$ cat config.mk
export PLATFORM = sky130hd
export DESIGN_NAME = pe_hl_mac
export DESIGN_NICKNAME = d
export VERILOG_FILES = /design/src/rtl/mnist_pkg.sv /design/src/rtl/pe_mul_u8s8.sv /design/src/rtl/pe_hl_mac.sv
export SDC_FILE = /design/constraint.sdc
export NUM_CORES = 1
export LEC_CHECK = 0
export ABC_AREA = 1
export BUFFER_PORTS_ARGS = -buffer_cell sky130_fd_sc_hd__buf_2
export CORE_MARGIN = 3
export CORE_UTILIZATION = 45
export DETAILED_ROUTE_END_ITERATION = 10
export PLACE_DENSITY = 0.68
export SETUP_SLACK_MARGIN = 0.4
export SLEW_MARGIN = 20
export SYNTH_ARGS = -nofsm -noshare
export SYNTH_HDL_FRONTEND = slang
export SYNTH_SLANG_ARGS = --single-unit
$ cat constraint.sdc
create_clock -name clk -period 18.93 [get_ports clk]
set_input_delay 3.786 -clock clk [delete_from_list [all_inputs] [get_ports clk]]
set_output_delay 3.786 -clock clk [all_outputs]
set_load 0.02 [all_outputs]
$ cat src/rtl/mnist_pkg.sv
// mnist_pkg: shared widths and datapath types for the MNIST classifier.
package mnist_pkg;
  localparam int PIX_W = 8;
  localparam int WT_W = 8;
  localparam int ACC_W = 32;
  localparam int HL_INPUTS = 784;
  typedef logic [PIX_W-1:0] pix_t;
  typedef logic signed [WT_W-1:0] wt_t;
  typedef logic signed [ACC_W-1:0] acc_t;
endpackage

$ cat src/rtl/pe_mul_u8s8.sv
// pe_mul_u8s8: unsigned-by-signed multiplier producing a full-width signed product.
module pe_mul_u8s8 #(
  parameter int IN_W = 8,
  parameter int WT_W = 8
) (
  input  logic [IN_W-1:0]    ifmap,
  input  logic [WT_W-1:0]    weight,
  output logic [IN_W+WT_W:0] prod
);
  logic [IN_W+WT_W:0] a, b;
  // both operands widened to the product width, so the low bits of the product are exact
  assign a = {{(WT_W+1){1'b0}}, ifmap};
  assign b = {{(IN_W+1){weight[WT_W-1]}}, weight};
  assign prod = a * b;
endmodule

$ cat src/rtl/pe_hl_mac.sv
// pe_hl_mac: hidden-layer MAC with a combinational psum path and an internal accumulator.
module pe_hl_mac import mnist_pkg::*; #(
  parameter int IN_W = PIX_W,
  parameter int WT_W = mnist_pkg::WT_W,
  parameter int ACC_W = mnist_pkg::ACC_W,
  parameter int CNT_W = $clog2(HL_INPUTS + 1)
) (
  input  logic             clk,
  input  logic             rst,
  input  logic [IN_W-1:0]  ifmap,
  input  logic [WT_W-1:0]  weight,
  input  logic [ACC_W-1:0] psum,
  output logic [ACC_W-1:0] ofmap,
  input  logic             en,
  input  logic             clr,
  output logic [ACC_W-1:0] acc_out,
  output logic             ovf,
  output logic [CNT_W-1:0] mac_cnt
);
  localparam int P_W = IN_W + WT_W + 1;
  logic [P_W-1:0] prod;
  logic [ACC_W-1:0] prod_x, acc, sum;
  logic ovf_now;
  pe_mul_u8s8 #(.IN_W(IN_W), .WT_W(WT_W)) u_mul (.ifmap(ifmap), .weight(weight), .prod(prod));
  assign prod_x = {{(ACC_W-P_W){prod[P_W-1]}}, prod};
  assign ofmap = psum + prod_x;
  assign sum = acc + prod_x;
  // signed overflow: like-signed operands yielding a result of the other sign
  assign ovf_now = (acc[ACC_W-1] == prod_x[ACC_W-1]) && (sum[ACC_W-1] != acc[ACC_W-1]);
  assign acc_out = acc;
  always_ff @(posedge clk) begin
    if (rst) begin
      acc <= '0;
      ovf <= 1'b0;
      mac_cnt <= '0;
    end else if (clr) begin
      acc <= en ? prod_x : '0;
      mac_cnt <= en ? CNT_W'(1) : '0;
      ovf <= 1'b0;
    end else if (en) begin
      acc <= sum;
      ovf <= ovf | ovf_now;
      mac_cnt <= (&mac_cnt) ? mac_cnt : mac_cnt + CNT_W'(1);
    end
  end
endmodule

# Word level (Yosys, flattened, before mapping)
# Cells that the tools add are included.
[word_totals]
word_cells = 23
register_bits = 43
input_bits = 52
output_inout_bits = 75
[op_classes]
mul = 1
bitwise_logic = 1
eq_ne = 3
add_sub_neg = 3
n_mux = 7
reduce_logical = 5
[op_table]
columns = ["op", "count"]
rows = [
  ["32-bit 2-to-1 mux", 3],
  ["32-bit adder", 2],
  ["10-bit 2-to-1 mux", 3],
  ["9-bit by 8-bit multiplier with 17-bit output", 1],
  ["10-bit by 1-bit adder with 10-bit output, second input constant", 1],
  ["10-bit AND reduction", 1],
  ["2-bit inequality test, second input constant", 1],
  ["2-bit AND reduction", 1],
  ["2-bit nonzero test", 1],
  ["2-bit OR reduction", 1],
  ["1-bit == test", 1],
  ["1-bit logical AND", 1],
  ["1-bit 2-to-1 mux", 1],
  ["1-bit inequality test", 1],
  ["1-bit OR", 1],
]

# Logic depth before layout (Yosys ltp)
[depth]
depth_word = 5
mapped_depth = 33
ltp_nobuf = 32

# Cells and area by module
# From an unflattened synthesis, not the netlist that was laid out.
[unflattened]
cells_unflattened = 1495
area_unflattened_um2 = 8704.6
[modules_own_cells]
columns = ["module", "seq_area_each_um2", "n_inst", "cells_per_inst", "area_each_um2"]
rows = [
  ["pe_hl_mac", 860.8, 1, 1113, 6204.7],
  ["pe_mul_u8s8", 0.0, 1, 382, 2499.9],
]

# Least setup slack after synthesis
# OpenSTA, ideal clock, no wires.
[synth_path]
kind = "input-to-output"
start = "input port weight[7]"
end = "output port ofmap[25]"
setup_slack_ns = 6.088
required_time_ns = 15.144
cell_stages = 23
arrival_ns = 9.056
n_path_buf = 0
cell_sequence = "clkinv_1 or2_2 fa_1 fa_1 inv_1 fa_1 inv_1 fa_1 inv_1 ha_1 a21oi_1 nand2_1 nand3_2 nand3_2 nand2_2 nand2_4 ha_1 nand2_1 nor4_4 nand3_1 nand3_1 a21oi_2 xnor2_1"
[synth_between]
elab_chain_cells = 2
[synth_rtl]
columns = ["element", "line_no", "source"]
rows = [
  ["start, declared", "pe_hl_mac.sv:11", "input logic [WT_W-1:0] weight,"],
  ["9-bit by 8-bit multiplier with 17-bit output", "pe_mul_u8s8.sv:14", "assign prod = a * b;"],
  ["32-bit adder", "pe_hl_mac.sv:26", "assign ofmap = psum + prod_x;"],
  ["end, declared", "pe_hl_mac.sv:13", "output logic [ACC_W-1:0] ofmap,"],
]
# No other way between the ends.

# Final worst setup path
[layout_path]
start = "input port weight[7]"
end = "output port ofmap[22]"
# The elaborated chain is that of the path after synthesis.

==> impl_metrics.csv <==
group,metric,value,unit
route,vias,8633,
grt,globalRouteTotalUtil,24.3,%
grt,grt_pass1_wl,40100,um
place,detailed_place_hpwl,20500,um
grt,antenna_found_initial,0,
pwr,pwr_density_cell,161,nW/um^2
yosys,synthesis.nets,1501,
status,status,"finished, final reports clean",
setup_path,cp-startpoint,"weight[7]",
die,die_width,141,um
die,fp.dieArea,19900,um^2
setup_path,crit_path_end_kind,"output pin",
clocking,tritoncts_clock_tree,"done",
yosys,syn_inst,1303,
setup_path,crit_path_start_kind,"input pin",
timing,slew_at_the_pin_closest_to_its_max_slew_limit,0.571,ns
finish,syn_to_final_growth,11.8,%
job,maxCapViolations,0,
route,first_pass_iters,5,
route,vias_per_instance,5.27,
finish,nets_final,1611,
setup_path,worst_path_bufs_invs,7,
grt,gr-usage-met2,41.7,%
grt,grt_start_max_net_pins,34,
clocking,max-clock-path-buffers,2,
die,initial_core_util,46.7,%
finish,post-route-util,52.2,%
yosys,synthesis.area,8190,um^2
yosys,synth_register_bits,43,
worst_hold_path,worst_hold_path_type,"flip-flop to flip-flop",
grt,global_route.peak_usage_layer,"met2",
clocking,cts_sinks,43,
finish,diode_insertion_count_for_antenna_repair,0,
pwr,vdd_ir_drop_max,307,uV
place,detailed_place.area,9010,um^2
grt,global_route.usage.met1,32.7,%
setup_path,worst_path_dominant_cell_family,"adder cells",
clocking,cts_setup_buffers,0,
grt,number_of_global_route_vias_before_repair,8206,
setup_path,cp.arrival,9.74,ns
place,finalWeightedCongestion,0.938,
route,first_iter_violations,518,
finish,drive_gt1_share,14.3,%
setup_path,critPathRequiredTime,15.14,ns
setup_path,crit_slowest_cell,"fa_1",
setup_path,reg2reg_setup_slack,16.73,ns
pwr,leakage,5.17,nW
timing,skew,0.00614,ns
timing,final_setup_fails,0,
die,placement_rows,48,
timing,fin_crit_sh,71.4,%
timing,setup_repair_after_global_routing_missed_its_margin,"no",
clocking,clock_tree.htree_level_count,2,
route,detail_route.wirelength,24300,um
setup_path,critical_path.reg2reg.endpoint,"acc_out[26]",
finish,mostFrequentLayoutCells,"nand2_1 (359), inv_1 (211), buf_2 (126), ha_1 (107), nor2_1 (105)",
clocking,clock_latency,0.30,ns
yosys,synth.distinct_cells,49,
clocking,clk_pin_slew_worst_paths,0.07,ns
route,routedWlPerCell,14.8,um
timing,final_hold_violation_count,0,
clocking,cts_hold_buf,0,
finish,postLayoutCellArea,9160,um^2
pwr,p_total,1.48,mW
timing,final-max-slew-violation-count,0,
die,die_h,141,um
setup_path,worstReg2RegStart,"acc_out[0]",
die,design.portCount,127,
yosys,ys_async_sr_fraction,0,%
place,io_buffer_count,126,
setup_path,critical_path_class,"input pin to output pin",
clocking,clock_tree.root_cell,"clkbuf_16",
yosys,seq_area_frac_synth,10.5,%
yosys,dominantRegCellSynth,"dfxtp_1",
grt,overflow,0,
worst_hold_path,timing.hold.worst.start,"ovf",
timing,timing.max_slew.rel_slack,61.9,%
setup_path,worstPathMaxFanout,33,
yosys,ys_warn_count,0,
timing,final_period_minus_worst_setup_slack,13.52,ns
die,core_region_area,17500,um^2
timing,fmax,73.9,MHz
finish,final_common_cell,"nand2_1",
route,drc,0,
worst_hold_path,holdPathEnd,"ovf",
clocking,cts_resized,0,
yosys,syn_avg_cell_area,6.28,um^2
timing,totalNegativeSetupSlack,0,ns
setup_path,logic_depth_of_the_worst_register_to_register_path,13,
clocking,cts_buf_count,5,
worst_hold_path,hold_depth,2,
route,route.antenna.remaining_nets,0,
grt,grt.met3_usage,2.51,%
yosys,synth_enable_flop_cells,0,
setup_path,worst_path_largest_cell_delay,0.57,ns
==> worst reg2reg max path, delay by kind of cell, from the launching register on <==
| family | cells | cell delay (ns) |
|---|---|---|
| fa+ha+maj | 2 | 0.68 |
| simple gates | 10 | 1.02 |
| compound gates | 1 | 0.12 |
| flops | 1 | 0.33 |
==> kinds of logic (layout without fill, tap and decap cells) <==
group,after synthesis,in the layout,synth area share (%)
AO/OA/AOI/OAI,218,218,15.6
XOR/XNOR,39,39,4.17
adder cells (fa/ha/maj),146,146,25.9
buffers and inverters,252,363,11.7
flip-flops,43,43,10.5
AND/OR/NAND/NOR,605,605,32.1
==> final cells by class <==
| type | count | area (um^2) |
|---|---|---|
| Tap cell | 225 | 282 |
| Inverter | 228 | 860 |
| Timing Repair Buffer | 127 | 638 |
| Clock inverter | 3 | 23.8 |
| Multi-Input combinational cell | 1008 | 6370 |
| Clock buffer | 5 | 125 |
| Sequential cell | 43 | 861 |
| Fill cell | 1837 | 8380 |
==> cells in the mapped netlist, types with 3 or more instances <==
cell / count / area share (%)
a21boi_0: 4 / 0.37
a21o_1: 11 / 1.0
a21oi_1: 91 / 5.6
a21oi_2: 16 / 1.7
a31oi_1: 17 / 1.3
and2_1: 5 / 0.38
clkbuf_1: 22 / 1.0
dfxtp_1: 43 / 11
fa_1: 39 / 9.5
ha_1: 107 / 16
inv_1: 211 / 9.7
inv_2: 13 / 0.60
nand2_1: 359 / 16
nand2_2: 9 / 0.69
nand2_4: 4 / 0.55
nand3_1: 67 / 4.1
nand3_2: 6 / 0.73
nand3b_1: 6 / 0.55
nand4_1: 14 / 1.1
nor2_1: 105 / 4.8
nor2_2: 3 / 0.23
nor3_1: 12 / 0.73
o21a_1: 5 / 0.46
o21ai_0: 44 / 2.7
o21ai_1: 13 / 0.79
o21bai_1: 9 / 0.83
or2_2: 4 / 0.31
xnor2_1: 7 / 0.75
xor2_1: 32 / 3.4
==> layer usage <==
layer,vias up,wire length [um]
li1,4412,-
met1,3932,11000
met2,252,11400
met3,37,1380
met4,0,540
met5,-,0
==> registers in the layout (all words and copies together), names as in the netlist <==
| register | count |
|---|---|
| acc_out | 32 |
| ovf | 1 |
| mac_cnt | 10 |
==> how the worst max path moves through the flow <==
stage,end,slack (ns),cells after the start
CTS,ofmap[25],5.41,25
floorplan,ofmap[25],6.09,23
detailed placement,ofmap[25],5.41,25
finish,ofmap[22],5.41,26
global placement,ofmap[23],5.51,30
global route,ofmap[22],4.93,26
==> through the flow <==
step	hold WS (ns)	setup WS, ns	std cells
after global routing	0.514	4.93	1639
final	0.477	5.41	1639
after global placement	0.465	5.51	1631
after CTS	0.484	5.41	1639
after detailed placement	0.473	5.41	1631
after floorplan	0.537	6.09	1303
==> power by group <==
part / leakage, nW / internal [mW] / switching (mW) / total, mW
logic: 4.75 / 0.412 / 0.856 / 1.27
registers: 0.353 / 0.104 / 0.0123 / 0.117
clock network: 0.0664 / 0.0495 / 0.0417 / 0.0912
total: 5.17 / 0.566 / 0.910 / 1.48
Note: power is estimated with default switching activity, not from simulation.
